### src/rtl/pe_array_scheduler_pkg.sv
// Shared types and widths for the PE array scheduler.
package pe_sched_pkg;

  // Width of the task index and layer index presented to each PE.
  localparam int TASK_W = 32;

  // Scheduler control states.
  typedef enum logic [1:0] {
    IDLE      = 2'd0,
    DISPATCH  = 2'd1,
    LAYER_END = 2'd2,
    FINISH    = 2'd3
  } sched_state_t;

endpackage

### src/rtl/pe_array_scheduler_if.sv
// Scheduler <-> PE array bundle: run control in, per-PE start/task out, done pulses back.
interface pe_array_scheduler_if #(
  parameter int NUM_PE = 4
);
  import pe_sched_pkg::*;

  logic              start;
  logic [NUM_PE-1:0] pe_done;
  logic [NUM_PE-1:0] pe_start;
  logic [TASK_W-1:0] pe_task [0:NUM_PE-1];
  logic [TASK_W-1:0] layer_num;
  logic              layer_done;
  logic              busy;
  logic              done;

  // Side that launches runs and returns PE completions.
  modport master (
    output start, pe_done,
    input  pe_start, pe_task, layer_num, layer_done, busy, done
  );

  // Scheduler side.
  modport slave (
    input  start, pe_done,
    output pe_start, pe_task, layer_num, layer_done, busy, done
  );

endinterface

### src/rtl/pe_array_scheduler_idle_pe_arbiter.sv
// Lowest-index priority select over the idle PEs.
module idle_pe_arbiter #(
  parameter int NUM_PE = 4
) (
  input  logic [NUM_PE-1:0] i_busy_pe,
  output logic [NUM_PE-1:0] o_grant,
  output logic              o_valid
);

  // Scan upward and grant the first PE that is not busy.
  always_comb begin
    o_grant = '0;
    o_valid = 1'b0;
    for (int i = 0; i < NUM_PE; i++) begin
      if (!i_busy_pe[i] && !o_valid) begin
        o_grant[i] = 1'b1;
        o_valid    = 1'b1;
      end
    end
  end

endmodule

### src/rtl/pe_array_scheduler.sv
// Hands layer tasks to idle PEs, counts completions and enforces a barrier between layers.
module pe_array_scheduler
  import pe_sched_pkg::*;
#(
  parameter int NUM_PE          = 4,
  parameter int NUM_LAYERS      = 3,
  parameter int TASKS_PER_LAYER = 8
) (
  input  logic                 clk,
  input  logic                 rst,
  pe_array_scheduler_if.slave  bus
);

  localparam int                CNT_W      = $clog2(TASKS_PER_LAYER + 1);
  localparam logic [CNT_W-1:0]  TASKS_C    = CNT_W'(TASKS_PER_LAYER);
  localparam logic [CNT_W-1:0]  CNT_ONE    = CNT_W'(1);
  localparam logic [TASK_W-1:0] LAST_LAYER = TASK_W'(NUM_LAYERS - 1);
  localparam logic [TASK_W-1:0] LAYER_ONE  = TASK_W'(1);

  sched_state_t      r_state;
  sched_state_t      w_state_nxt;

  logic [NUM_PE-1:0] r_busy_pe;
  logic [NUM_PE-1:0] r_pe_start;
  logic [TASK_W-1:0] r_pe_task [0:NUM_PE-1];
  logic [TASK_W-1:0] r_layer_num;
  logic [CNT_W-1:0]  r_next_task;
  logic [CNT_W-1:0]  r_completed;

  logic [NUM_PE-1:0] w_grant;
  logic              w_grant_vld;
  logic [NUM_PE-1:0] w_valid_done;
  logic [CNT_W-1:0]  w_done_cnt;
  logic [CNT_W-1:0]  w_completed_sum;
  logic              w_dispatch;
  logic              w_layer_complete;
  logic              w_last_layer;
  logic              w_busy;
  logic              w_layer_done;
  logic              w_done;

  // Eligibility comes from the registered mask, so a PE finishing this
  // cycle only becomes a candidate on the following cycle.
  idle_pe_arbiter #(
    .NUM_PE (NUM_PE)
  ) u_arb (
    .i_busy_pe (r_busy_pe),
    .o_grant   (w_grant),
    .o_valid   (w_grant_vld)
  );

  // Qualify completions against the busy mask, count them, and decide on a dispatch.
  always_comb begin
    w_valid_done = bus.pe_done & r_busy_pe;
    w_done_cnt   = '0;
    for (int j = 0; j < NUM_PE; j++) begin
      w_done_cnt = w_done_cnt + CNT_W'(w_valid_done[j]);
    end
    // Valid dones never exceed the outstanding tasks, so the sum stays <= TASKS_PER_LAYER.
    w_completed_sum  = r_completed + w_done_cnt;
    w_dispatch       = (r_state == DISPATCH) && w_grant_vld && (r_next_task < TASKS_C);
    w_layer_complete = (w_completed_sum == TASKS_C);
    w_last_layer     = (r_layer_num == LAST_LAYER);
  end

  // State register.
  always_ff @(posedge clk) begin
    if (rst) begin
      r_state <= IDLE;
    end else begin
      r_state <= w_state_nxt;
    end
  end

  // Next-state logic; start is only looked at while idle.
  always_comb begin
    w_state_nxt = r_state;
    case (r_state)
      IDLE:      if (bus.start) w_state_nxt = DISPATCH;
      DISPATCH:  if (w_layer_complete) w_state_nxt = LAYER_END;
      LAYER_END: w_state_nxt = w_last_layer ? FINISH : DISPATCH;
      FINISH:    w_state_nxt = IDLE;
      default:   w_state_nxt = IDLE;
    endcase
  end

  // State-decoded status outputs; they come straight off the state register.
  always_comb begin
    w_busy       = (r_state != IDLE);
    w_layer_done = (r_state == LAYER_END);
    w_done       = (r_state == FINISH);
  end

  // Task counters, busy mask, per-PE start/task registers and layer index.
  always_ff @(posedge clk) begin
    if (rst) begin
      r_busy_pe   <= '0;
      r_pe_start  <= '0;
      r_next_task <= '0;
      r_completed <= '0;
      r_layer_num <= '0;
      for (int i = 0; i < NUM_PE; i++) begin
        r_pe_task[i] <= '0;
      end
    end else begin
      r_pe_start <= '0;
      case (r_state)
        IDLE: begin
          if (bus.start) begin
            r_layer_num <= '0;
            r_next_task <= '0;
            r_completed <= '0;
            r_busy_pe   <= '0;
          end
        end
        DISPATCH: begin
          // Granted PE is idle in the registered mask, so it never overlaps a valid done.
          r_busy_pe   <= (r_busy_pe & ~w_valid_done) | (w_dispatch ? w_grant : '0);
          r_completed <= w_completed_sum;
          if (w_dispatch) begin
            r_pe_start  <= w_grant;
            r_next_task <= r_next_task + CNT_ONE;
            for (int i = 0; i < NUM_PE; i++) begin
              if (w_grant[i]) begin
                r_pe_task[i] <= TASK_W'(r_next_task);
              end
            end
          end
        end
        LAYER_END: begin
          // Final layer keeps its index visible until the next run starts.
          if (!w_last_layer) begin
            r_layer_num <= r_layer_num + LAYER_ONE;
            r_next_task <= '0;
            r_completed <= '0;
          end
        end
        default: begin
        end
      endcase
    end
  end

  assign bus.pe_start   = r_pe_start;
  assign bus.pe_task    = r_pe_task;
  assign bus.layer_num  = r_layer_num;
  assign bus.layer_done = w_layer_done;
  assign bus.busy       = w_busy;
  assign bus.done       = w_done;

endmodule

### src/flat_wrapper.sv
// flat-port wrapper written by rule: the top's interface ports become plain ports
module pe_array_scheduler_flat import pe_sched_pkg::*;
#(
  parameter int NUM_PE          = 4,
  parameter int NUM_LAYERS      = 3,
  parameter int TASKS_PER_LAYER = 8
)
  (clk, rst, bus_start, bus_pe_done, bus_pe_start, bus_pe_task, bus_layer_num, bus_layer_done, bus_busy, bus_done);
  pe_array_scheduler_if #(.NUM_PE(NUM_PE)) bus_i ();
  input  logic clk;
  input  logic rst;
  input wire logic [$bits(bus_i.start)-1:0] bus_start;
  input wire logic [$bits(bus_i.pe_done)-1:0] bus_pe_done;
  output wire logic [$bits(bus_i.pe_start)-1:0] bus_pe_start;
  output wire logic [$bits(bus_i.pe_task)-1:0] bus_pe_task;
  output wire logic [$bits(bus_i.layer_num)-1:0] bus_layer_num;
  output wire logic [$bits(bus_i.layer_done)-1:0] bus_layer_done;
  output wire logic [$bits(bus_i.busy)-1:0] bus_busy;
  output wire logic [$bits(bus_i.done)-1:0] bus_done;
  assign bus_i.start = bus_start;
  assign bus_i.pe_done = bus_pe_done;
  assign bus_pe_start = bus_i.pe_start;
  assign bus_pe_task = {>>{bus_i.pe_task}};
  assign bus_layer_num = bus_i.layer_num;
  assign bus_layer_done = bus_i.layer_done;
  assign bus_busy = bus_i.busy;
  assign bus_done = bus_i.done;
  pe_array_scheduler #(.NUM_PE(NUM_PE), .NUM_LAYERS(NUM_LAYERS), .TASKS_PER_LAYER(TASKS_PER_LAYER)) u_core (.clk(clk), .rst(rst), .bus(bus_i));
endmodule
### config.mk
export PLATFORM = sky130hd
export DESIGN_NAME = pe_array_scheduler_flat
export DESIGN_NICKNAME = d
export VERILOG_FILES = /design/src/rtl/pe_array_scheduler_pkg.sv /design/src/rtl/pe_array_scheduler_if.sv /design/src/rtl/pe_array_scheduler_idle_pe_arbiter.sv /design/src/rtl/pe_array_scheduler.sv /design/src/flat_wrapper.sv
export SDC_FILE = /design/constraint.sdc
export NUM_CORES = 1
export LEC_CHECK = 0
export CAP_MARGIN = 20
export CORE_ASPECT_RATIO = 1.4
export CORE_MARGIN = 4
export CORE_UTILIZATION = 43
export CTS_BUF_LIST = sky130_fd_sc_hd__clkbuf_4 sky130_fd_sc_hd__clkbuf_8 sky130_fd_sc_hd__clkbuf_16
export DETAILED_ROUTE_END_ITERATION = 7
export GPL_ROUTABILITY_DRIVEN = 0
export GPL_TIMING_DRIVEN = 0
export HOLD_SLACK_MARGIN = 0.03
export PLACE_DENSITY = 0.81
export RECOVER_POWER = 50
export SETUP_SLACK_MARGIN = 0.5
export SLEW_MARGIN = 20
export SYNTH_ARGS = -nofsm -noshare
export SYNTH_HDL_FRONTEND = slang
export SYNTH_HIERARCHICAL = 1
export SYNTH_SLANG_ARGS = --single-unit
### constraint.sdc
create_clock -name clk -period 3.9 [get_ports clk]
set_clock_uncertainty 0.2 [all_clocks]
set_input_delay 0.78 -clock clk [delete_from_list [all_inputs] [get_ports clk]]
set_output_delay 0.78 -clock clk [all_outputs]
set_load 0.02 [all_outputs]
==> out/qor.yml <==
detailed_routing:
  antenna_left: 0
  dr.pass1.iters: 4
  wirelength_um: 10400
  drc: 0
  num_vias: 3805
  dr.first_iter.drc_count: 223
  via_per_inst: 4.77
  routedWlPerCell_um: 13.0
layout:
  fin_nets: 699
  final_core_util_pct: 60.0
  n_fill_cell: 833
  syn_to_final_growth_pct: 34.1
  fin_area_sq_um: 5480
  drive_above_1_share_pct: 21.4
  diodes: 0
  layout_common_cells: "buf_4, conb_1, dfxtp_1"
  regArea_sq_um: 1320
  multiInputGateArea_sq_um: 2160
  final_common_cell: "buf_4"
grt:
  grt_pass1_wl_um: 16300
  antenna_found_initial: 0
  track_usage_pct: 17.7
  grt_pass1_vias: 3640
  grt.overflow.total: 0
  grt_max_degree: 11
sta:
  max_freq_ghz: 0.301
  report.final.setup_viol: 0
  tightestPinTransition_ns: 0.933
  rsz0062_at_grt: "false"
  fin_tns_setup_ns: 0
  period_needed_ns: 3.32
  holdWs_ns: 0.248
  drv_slew: 0
  period_share_pct: 85.1
  finalHoldViolations: 0
  relSlewSlack_pct: 37.2
worst_setup_path:
  criticalPathCategory: "input port to flip-flop"
  worstPathRequired_ns: 3.92
  start_kind: "input port"
  critPathSlowestCell: "fa_1"
  path_common_cell: "fa_1"
  critPathArrivalTime_ns: 3.34
  critical_path.max_fanout: 2
  ff2ff_setup_slack_ns: 1.09
  slowest_delay_ns: 0.48
  worstSetupEndpointType: "flip-flop"
  path_cells: "clkdlybuf4s50_1, and2_1, fa_1, fa_1, fa_2, nor2_2, a31oi_2, o21ba_2"
logic_synthesis:
  yosysSeqAreaShare_pct: 32.3
  synth_edf_count: 0
  ys_ff_latch: 66
  async_flop_share_pct: 0
  synth.distinct_cells: 53
  synth_cells: 504
  ys.warnings.count: 6
  avgSynthCellArea_sq_um: 8.11
  synth_area_sq_um: 4090
  synth_top_flop_cell: "dfxtp_1"
clock_tree:
  cts_made_buffers: 9
  cts_tree: "yes"
  postCtsHoldBufs: 0
  numClockSinks: 66
  h-tree-depth: 3
  insertion_delay_ns: 0.33
  cts_buffer_depth: 2
  path_clk_slew_ns: 0.05
  ctsRootBufferMaster: "clkbuf_16"
floorplanning:
  num_io_pins: 174
  coreArea_sq_um: 9130
  dieArea_sq_um: 11100
  die_y_um: 123
  row_count: 41
  start_util_pct: 44.7
  die_x_um: 90.4
placement:
  io_buffers: 59
  dp_hpwl_um: 7920
  dpl-instance-area_sq_um: 5230
pwr:
  power_density_nw_per_um2: 324
  leakage_nw: 2.52
  ir_worst_vdd_v: 0.000234
  power_mw: 1.77
run:
  maxCapViolations: 0
worst_hold_path:
  hold_class: "flip-flop to flip-flop"
run_status:
  status: "finished, final reports clean"
==> cell type report <==
type / instances / share of cell area, %
buffer: 134 / 17.1
clock buffer: 13 / 4.66
clock inverter: 3 / 0.731
inverter: 11 / 0.754
multi-input combinational: 404 / 39.4
sequential: 66 / 24.1
tap: 107 / 2.44
timing repair buffer: 59 / 10.8
==> metal layers <==
metal | track usage, % | part of all wire, %
met5 | 0 | 0
met4 | 9.00 | 2.4
met3 | 4.50 | 7.5
met2 | 32.7 | 51
met1 | 18.5 | 39
==> flip-flops by register name, indices dropped and copies added (netlist names) <==
signal	flops
u_core/r_next_task	4
u_core/r_state	2
u_core/r_busy_pe	4
u_core/bus.pe_start	4
u_core/r_completed	4
u_core/bus.pe_task	16
u_core/bus.layer_num	32
==> cells in the mapped netlist, types with 6 or more instances <==
master | count | share of area (%)
xor2_1 | 14 | 3.0
a31oi_1 | 7 | 1.1
nand2_1 | 35 | 3.2
nor3_1 | 8 | 0.98
o21ai_0 | 25 | 3.1
nor2_1 | 43 | 4.0
a21oi_1 | 29 | 3.6
and3_1 | 6 | 0.92
nand3_1 | 27 | 3.3
buf_4 | 116 | 21
nand4_1 | 13 | 2.0
inv_1 | 10 | 0.92
nor4_1 | 10 | 1.5
clkbuf_1 | 10 | 0.92
and2_1 | 6 | 0.92
dfxtp_1 | 66 | 32
buf_2 | 7 | 0.86
==> per-stage QoR <==
stage | worst slack [ns] | cells
after floorplan | 0.851 | 615
after global placement | 0.269 | 781
after detailed placement | 0.178 | 781
after CTS | 0.544 | 797
after global routing | 0.512 | 797
final | 0.581 | 797
==> report_power, final <==
part           internal, mW  switching [mW]
Combinational         0.111           0.188
Clock                 0.520           0.268
Sequential            0.681         0.00592
Total                  1.31           0.462
==> worst paths after layout <==
check,to,depth (start not counted),from
hold / removal,u_core/bus.pe_task[98],2,u_core/bus.pe_task[98]
setup reg to reg,u_core/r_state[0],7,u_core/r_busy_pe[0]
hold reg to reg,u_core/bus.pe_task[98],2,u_core/bus.pe_task[98]
setup / recovery,u_core/r_state[0],8,bus_pe_done[0]
==> repair_timing <==
action	CTS	global route
setup endpoints to repair	0	3
buffers inserted	0	0
resized for setup	0	3
==> cell families (layout without fill, tap and decap cells) <==
| family | count (synthesis) | count (layout) | synth area share [%] |
|---|---|---|---|
| compound gates | 77 | 77 | 11.0 |
| xor+xnor | 19 | 19 | 4.07 |
| fa+ha+maj | 7 | 7 | 2.70 |
| buf+inv | 145 | 220 | 24.2 |
| flops | 66 | 66 | 32.3 |
| mux | 1 | 1 | 0.245 |
| other cells | 1 | 112 | 0.0918 |
| simple gates | 188 | 188 | 25.4 |
==> critical path: cells and delay by family <==
| family | cells | cell delay (ns) |
|---|---|---|
| adder cells (fa/ha/maj) | 3 | 1.41 |
| buffers and inverters | 1 | 0.44 |
| AND/OR/NAND/NOR | 2 | 0.36 |
| AO/OA/AOI/OAI | 2 | 0.35 |
Note: power is estimated with default switching activity, not from simulation.
